==> src/rtl/vga_scope_pkg.sv <==
// Shared types and defaults for the VGA oscilloscope capture block.
package vga_scope_pkg;

   // Capture/draw sequencer states
   typedef enum logic [1:0] {
      ST_ARMED   = 2'd0,
      ST_CAPTURE = 2'd1,
      ST_DRAW    = 2'd2
   } state_t;

   // Default trace colour (red) and default last column of the sweep
   localparam logic [11:0] DEFAULT_COLOR = 12'hF00;
   localparam int          DEFAULT_X_MAX = 159;

endpackage

==> src/rtl/scope_trigger_detect.sv <==
// Level-crossing trigger detector for the scope capture path.
// Remembers the previous valid sample while armed and pulses trig for one
// cycle on the valid sample that crosses the level in the selected direction.
// Optional build macro VGA_SCOPE_AUTO_TRIG_EN adds an auto-trigger timeout so
// a flat input still produces a capture.
module scope_trigger_detect #(
   parameter int DATA_W = 14,
   parameter int TO_W   = 20
) (
   input  logic              clk,
   input  logic              reset,
   input  logic              active,
   input  logic              sample_valid,
   input  logic [DATA_W-1:0] sample_data,
   input  logic [DATA_W-1:0] level,
   input  logic              rising,
   output logic              trig
);

   logic [DATA_W-1:0] prev;
   logic              have_prev;
   logic              edge_hit;
   logic              timeout;

   // Track the last valid sample; forgotten whenever we are not armed so the
   // first sample after arming can only seed the comparison.
   always_ff @(posedge clk) begin
      if (reset || !active) begin
         prev      <= '0;
         have_prev <= 1'b0;
      end else if (sample_valid) begin
         prev      <= sample_data;
         have_prev <= 1'b1;
      end
   end

   // Direction-dependent crossing test between previous and current sample
   always_comb begin
      edge_hit = 1'b0;
      if (rising)
         edge_hit = (prev < level) && (level <= sample_data);
      else
         edge_hit = (prev >= level) && (level > sample_data);
   end

`ifdef VGA_SCOPE_AUTO_TRIG_EN
   logic [TO_W-1:0] to_cnt;

   // Count armed cycles, saturating at all-ones; restarts on every arming
   always_ff @(posedge clk) begin
      if (reset || !active)
         to_cnt <= '0;
      else if (!timeout)
         to_cnt <= to_cnt + 1'b1;
   end

   assign timeout = &to_cnt;
`else
   // No timeout counter: the detector waits for a genuine crossing forever.
   // The zero constant keeps the counter width parameter referenced.
   localparam logic [TO_W-1:0] TO_IDLE = '0;
   assign timeout = |TO_IDLE;
`endif

   assign trig = active && sample_valid && ((have_prev && edge_hit) || timeout);

endmodule

==> src/rtl/vga_scope_capture.sv <==
// Triggered single-channel scope capture and column sweeper for VGA plotting.
// Arms on a level crossing, captures X_MAX+1 decimated samples, then sweeps
// CounterX across the columns presenting the scaled sample on CounterY.
// Optional build macro VGA_SCOPE_AUTO_TRIG_EN enables the auto-trigger timeout
// inside scope_trigger_detect.
module vga_scope_capture
   import vga_scope_pkg::*;
#(
   parameter int          DATA_W = 14,
   parameter int          Y_W    = 8,
   parameter int          X_W    = 8,
   parameter int          X_MAX  = DEFAULT_X_MAX,
   parameter int          DEC_W  = 8,
   parameter logic [11:0] COLOR  = DEFAULT_COLOR,
   parameter int          TO_W   = 20
) (
   input  logic              clk,
   input  logic              reset,
   input  logic              sample_valid,
   input  logic [DATA_W-1:0] sample_data,
   input  logic [DATA_W-1:0] trig_level,
   input  logic              trig_rising,
   input  logic [DEC_W-1:0]  decim,
   input  logic              enable,
   output logic [X_W-1:0]    CounterX,
   output logic [Y_W-1:0]    CounterY,
   output logic [11:0]       color,
   output logic              finished,
   output logic              busy
);

   localparam logic [X_W-1:0] X_LAST = X_W'(X_MAX);

   state_t state, next_state;

   logic [DATA_W-1:0] level_q;
   logic              rising_q;
   logic [DEC_W-1:0]  decim_q;

   logic [X_W-1:0]    wr_ptr;
   logic [DEC_W-1:0]  dec_cnt;

   // Only the displayed bits of each sample are worth storing
   logic [Y_W-1:0]    mem [0:X_MAX];

   logic              armed;
   logic              trig;
   logic              keep;
   logic              wr_en;
   logic [X_W-1:0]    wr_addr;
   logic              last_write;
   logic              at_last;
   logic              advance;
   logic              rd_en;
   logic [X_W-1:0]    rd_addr;

   assign armed    = (state == ST_ARMED);
   assign at_last  = (CounterX == X_LAST);
   assign finished = (state == ST_DRAW) && at_last;
   assign busy     = (state != ST_DRAW);
   assign color    = COLOR;

   scope_trigger_detect #(
      .DATA_W (DATA_W),
      .TO_W   (TO_W)
   ) u_trig (
      .clk          (clk),
      .reset        (reset),
      .active       (armed),
      .sample_valid (sample_valid),
      .sample_data  (sample_data),
      .level        (level_q),
      .rising       (rising_q),
      .trig         (trig)
   );

   // Buffer write/read control; the read address is prefetched so CounterY
   // lands on the same edge as the CounterX it belongs to
   always_comb begin
      keep       = 1'b0;
      wr_en      = 1'b0;
      wr_addr    = '0;
      last_write = 1'b0;
      advance    = 1'b0;
      rd_en      = 1'b0;
      rd_addr    = '0;
      keep       = sample_valid && (dec_cnt == decim_q);
      if (state == ST_ARMED) begin
         wr_en = trig;
      end else if (state == ST_CAPTURE) begin
         wr_en      = keep;
         wr_addr    = wr_ptr;
         last_write = keep && (wr_ptr == X_LAST);
      end
      advance = (state == ST_DRAW) && enable && !at_last;
      rd_en   = last_write || advance;
      if (advance)
         rd_addr = CounterX + 1'b1;
   end

   // Next-state logic for the arm / capture / draw sequence
   always_comb begin
      next_state = state;
      unique case (state)
         ST_ARMED:   if (trig)       next_state = ST_CAPTURE;
         ST_CAPTURE: if (last_write) next_state = ST_DRAW;
         ST_DRAW:    if (at_last)    next_state = ST_ARMED;
         default:                    next_state = ST_ARMED;
      endcase
   end

   // State register
   always_ff @(posedge clk) begin
      if (reset)
         state <= ST_ARMED;
      else
         state <= next_state;
   end

   // Trigger settings are latched whenever the block (re)enters ARMED
   always_ff @(posedge clk) begin
      if (reset || finished) begin
         level_q  <= trig_level;
         rising_q <= trig_rising;
         decim_q  <= decim;
      end
   end

   // Write pointer and decimation counter for the capture phase
   always_ff @(posedge clk) begin
      if (reset) begin
         wr_ptr  <= '0;
         dec_cnt <= '0;
      end else if (state == ST_ARMED) begin
         if (trig) begin
            wr_ptr  <= X_W'(1);
            dec_cnt <= '0;
         end
      end else if (state == ST_CAPTURE && sample_valid) begin
         if (keep) begin
            dec_cnt <= '0;
            wr_ptr  <= last_write ? '0 : wr_ptr + 1'b1;
         end else begin
            dec_cnt <= dec_cnt + 1'b1;
         end
      end
   end

   // Sample buffer write port
   always_ff @(posedge clk) begin
      if (wr_en)
         mem[wr_addr] <= sample_data[DATA_W-1 -: Y_W];
   end

   // Column sweep: CounterX and the registered buffer read on CounterY
   always_ff @(posedge clk) begin
      if (reset) begin
         CounterX <= '0;
         CounterY <= '0;
      end else begin
         if (rd_en)
            CounterY <= mem[rd_addr];
         if (last_write || finished)
            CounterX <= '0;
         else if (advance)
            CounterX <= CounterX + 1'b1;
      end
   end

endmodule

==> config.mk <==
export PLATFORM = sky130hd
export DESIGN_NAME = vga_scope_capture
export DESIGN_NICKNAME = d
export VERILOG_FILES = /design/src/rtl/vga_scope_pkg.sv /design/src/rtl/scope_trigger_detect.sv /design/src/rtl/vga_scope_capture.sv
export SDC_FILE = /design/constraint.sdc
export NUM_CORES = 2
export LEC_CHECK = 0
export ABC_AREA = 1
export BUFFER_PORTS_ARGS = -buffer_cell sky130_fd_sc_hd__buf_2
export CELL_PAD_IN_SITES_DETAIL_PLACEMENT = 1
export CELL_PAD_IN_SITES_GLOBAL_PLACEMENT = 1
export CORE_MARGIN = 2
export CORE_UTILIZATION = 51
export DETAILED_ROUTE_END_ITERATION = 10
export GPL_TIMING_DRIVEN = 0
export PLACE_DENSITY_LB_ADDON = 0.1
export SYNTH_ARGS = -nofsm -noshare
export SYNTH_HDL_FRONTEND = slang
export SYNTH_SLANG_ARGS = --single-unit
==> constraint.sdc <==
create_clock -name clk -period 4.4 [get_ports clk]
set_clock_uncertainty 0.2 [all_clocks]
set_input_delay 0.88 -clock clk [delete_from_list [all_inputs] [get_ports clk]]
set_output_delay 0.88 -clock clk [all_outputs]
set_load 0.02 [all_outputs]
==> results.json <==
{
  "outcome": "finished, violations left",
  "failed_checks": "negative setup slack",
  "start_util_pct": 51.4,
  "dr.first_iter.drc_count": 7429,
  "count_of_warnings_emitted_by_yosys": 0,
  "multi_input_gate_area_mm2": 0.0163,
  "nets": 6110,
  "netlist_instances": 5693,
  "hold_ws_ns": 0.0743,
  "ys.flop_type": "sky130_fd_sc_hd__edfxtp_1",
  "critical_path.endpoint_type": "register",
  "report.final.slew_viol_count": 0,
  "fin_tns_setup_ns": -0.935,
  "worst_slack_ns": -0.203,
  "area_enclosed_by_the_die_boundary_mm2": 0.121,
  "place_hpwl_um": 163000,
  "ir_worst_vdd_v": 0.000401,
  "synth_top_cell_by_area": "sky130_fd_sc_hd__edfxtp_1",
  "critical_path_start_end_classification": "reg -> reg",
  "postSynth.asyncResetShare_pct": 0,
  "timing_hold_violations_final": 0,
  "placement_rows": 126,
  "first_pass_iters": 6,
  "detail-route-antenna-nets": 0,
  "grt_first_pass_wirelength_um": 349000,
  "grt_max_degree": 116,
  "groute.usage.overall_pct": 40.7,
  "tritoncts_num_sinks": 1352,
  "io-pin-count": 71,
  "setup-violations-final": 13,
  "drc": 0,
  "clock_path_buffers": 3,
  "number_of_antenna_violations_at_the_first_check_in_global_routing": 12,
  "number_of_enable_flip_flop_cells_after_synthesis": 1303,
  "ctsHtreeMaxLevel": 4,
  "timing.hold.worst.class": "in -> reg",
  "die_y_um": 348,
  "clkSlewWorstSetupHoldPaths_ns": 0.07,
  "clkLatencyLatePin_ns": 0.78,
  "power.density_mw_per_mm2": 388,
  "placed_cells_incl_taps": 7308,
  "max_slew.worst_pin.slew_ns": 1.49,
  "drive_gt1_share_pct": 13.8,
  "synth_area_mm2": 0.0605,
  "fmaxAchievable_mhz": 217,
  "maxCapViolations": 0,
  "clock_tree_from_tritoncts": "yes",
  "cp-start-kind": "register",
  "gr-total-overflow": 0,
  "synth_seq_area_share_pct": 66.3,
  "synth_top_cell_area_share_pct": 64.7,
  "placement.io_buffers": 57,
  "synth_cell_type_count": 37,
  "cts_inserted_buffers": 149,
  "syn_area_per_cell_um2": 10.6,
  "layoutNonFillerInstCount": 7680,
  "endpoint_required_time_on_the_critical_path_ns": 4.85,
  "synth-seq-cells": 1352,
  "worstPathArrival_ns": 5.05,
  "vias": 49379,
  "flow.area_growth_from_synthesis_pct": 16.1,
  "rsz_0062_raised_after_global_routing": "yes",
  "viasPerCell": 6.43,
  "relSlewSlack_pct": 0.845,
  "place_ws_ns": -2.84,
  "root_driver": "sky130_fd_sc_hd__clkbuf_16",
  "wl_um": 250000,
  "critical_path_peak_fanout": 10,
  "synth_top_cells_by_area": "sky130_fd_sc_hd__edfxtp_1, sky130_fd_sc_hd__nand3_1, sky130_fd_sc_hd__inv_1",
  "fill_cells": 12360,
  "fin_crit_sh_pct": 105,
  "fp.coreArea_mm2": 0.118,
  "p_leak_nw": 27.2,
  "finalWeightedCongestion": 0.991,
  "register_area_mm2": 0.0401,
  "chipWidth_um": 348,
  "via_count_of_the_first_global_routing_pass": 49229,
  "fin_crit_ns": 4.60,
  "wl_per_cell_um": 32.6
}
-- metrics by stage --
step | total power [mW] | area, um^2 | util (%)
global route | 27.7 | 70200 | 59.6
CTS | 27.1 | 69700 | 59.2
detailed placement | 15.4 | 63100 | 53.6
finish | 27.2 | 70200 | 59.6
floorplan | 14.8 | 60500 | -
global placement | 15.3 | 62700 | 53.3
-- cells by family (layout without fill, tap and decap cells) --
logic type | after synthesis | in the layout | share of synthesized area, %
AOI/OAI and AO/OA | 266 | 266 | 2.75
xor gates and xnor gates | 6 | 6 | 0.0869
adders and majority gates | 31 | 31 | 0.641
DFF | 1352 | 1352 | 66.3
other | 2 | 18 | 0.0124
and+or+nand+nor | 2693 | 2693 | 21.5
buffers and inverters | 1343 | 1778 | 8.65
-- area by class of cell --
type	instances	share of cell area (%)
clock buffer	193	5.71
tap	1536	2.74
buffer	396	2.53
clock inverter	58	0.667
sequential	1352	57.1
timing repair buffer	186	2.92
antenna	6	0.0214
inverter	945	5.06
multi-input combinational	3008	23.2
-- power breakdown --
group | internal (mW) | switching, mW | leakage [nW]
clock network | 6.79 | 5.26 | 2.18
registers | 14.1 | 0.0282 | 12.1
logic | 0.242 | 0.789 | 12.9
-- flip-flops by register name, summed over array words and instances, names as in the netlist --
name / count
mem: 1280
level_q: 14
u_trig.prev: 14
CounterX: 8
CounterY: 8
dec_cnt: 8
decim_q: 8
wr_ptr: 8
state: 2
rising_q: 1
u_trig.have_prev: 1
-- cells in the final DEF (no fill, tap or decap), types with 36 or more instances in the layout --
cell                        instances
sky130_fd_sc_hd__or2_2            148
sky130_fd_sc_hd__inv_1            931
sky130_fd_sc_hd__dfxtp_1           49
sky130_fd_sc_hd__nand3_1         1076
sky130_fd_sc_hd__buf_4             98
sky130_fd_sc_hd__clkbuf_2          36
sky130_fd_sc_hd__a21oi_1           66
sky130_fd_sc_hd__edfxtp_1        1303
sky130_fd_sc_hd__clkbuf_16        156
sky130_fd_sc_hd__clkbuf_1         242
sky130_fd_sc_hd__buf_1             37
sky130_fd_sc_hd__nor2_1           149
sky130_fd_sc_hd__nand4_1          435
sky130_fd_sc_hd__nor2_4           119
sky130_fd_sc_hd__o211ai_1         129
sky130_fd_sc_hd__o21ai_0           67
sky130_fd_sc_hd__buf_2            132
sky130_fd_sc_hd__nand2_1          705
-- synthesized netlist by cell type (2+ instances only) --
cell type and n:
sky130_fd_sc_hd__a21oi_1 66, sky130_fd_sc_hd__buf_1 50, sky130_fd_sc_hd__buf_2 96, sky130_fd_sc_hd__buf_4 17
sky130_fd_sc_hd__clkbuf_1 234, sky130_fd_sc_hd__clkinv_1 9, sky130_fd_sc_hd__conb_1 2, sky130_fd_sc_hd__dfxtp_1 49
sky130_fd_sc_hd__edfxtp_1 1303, sky130_fd_sc_hd__ha_1 31, sky130_fd_sc_hd__inv_1 931, sky130_fd_sc_hd__inv_2 5
sky130_fd_sc_hd__nand2_1 706, sky130_fd_sc_hd__nand3_1 1092, sky130_fd_sc_hd__nand3_2 3, sky130_fd_sc_hd__nand4_1 435
sky130_fd_sc_hd__nor2_1 283, sky130_fd_sc_hd__nor2_2 2, sky130_fd_sc_hd__nor3_1 12, sky130_fd_sc_hd__nor3_2 2
sky130_fd_sc_hd__nor3b_1 2, sky130_fd_sc_hd__nor4_1 3, sky130_fd_sc_hd__o211ai_1 129, sky130_fd_sc_hd__o21ai_0 67
sky130_fd_sc_hd__or2_2 148, sky130_fd_sc_hd__xor2_1 5
-- metal layers --
metal	GRT usage (%)	vias to the layer above	part of all wire (%)
met5	0	-	0.028
met4	26.6	10	7.6
met3	10.2	878	12
met2	61.3	3530	44
met1	52.4	24572	36
li1	-	20389	-
-- path summary, 6_finish.rpt --
path	slack, ns	start	to	cells past startpoint
max	-0.20	state[1]$_SDFFE_PP0P_	CounterY[3]$_SDFFE_PP0P_	11
min	0.07	decim[1]	decim_q[1]$_DFFE_PP_	1
max reg2reg	-0.20	state[1]$_SDFFE_PP0P_	CounterY[3]$_SDFFE_PP0P_	11
min reg2reg	0.26	u_trig.prev[0]$_SDFFE_PP0P_	u_trig.prev[0]$_SDFFE_PP0P_	2
-- worst max-delay path, stage by stage, from the launching register on --
cell and delay (ns):
sky130_fd_sc_hd__dfxtp_1 0.40, sky130_fd_sc_hd__nand2_2 0.11, sky130_fd_sc_hd__nor2_4 0.39, sky130_fd_sc_hd__clkbuf_4 0.54, sky130_fd_sc_hd__nand3_2 0.45, sky130_fd_sc_hd__inv_1 0.45
sky130_fd_sc_hd__clkbuf_1 0.64, sky130_fd_sc_hd__nand3_1 0.35, sky130_fd_sc_hd__nand3_1 0.26, sky130_fd_sc_hd__nand3_1 0.24, sky130_fd_sc_hd__nand3_1 0.28, sky130_fd_sc_hd__a21oi_1 0.14
-- what timing repair did --
| item | CTS | global route |
|---|---|---|
| setup buffers | 93 | 18 |
| gates resized for setup | 285 | 81 |
| pin swaps | 73 | 11 |
| endpoints found under the hold margin | 0 | 0 |
| gates cloned | 3 | 3 |
| setup endpoints to repair | 1289 | 555 |
| hold buffers | 0 | 0 |
Power figures use the tool's default switching activity.
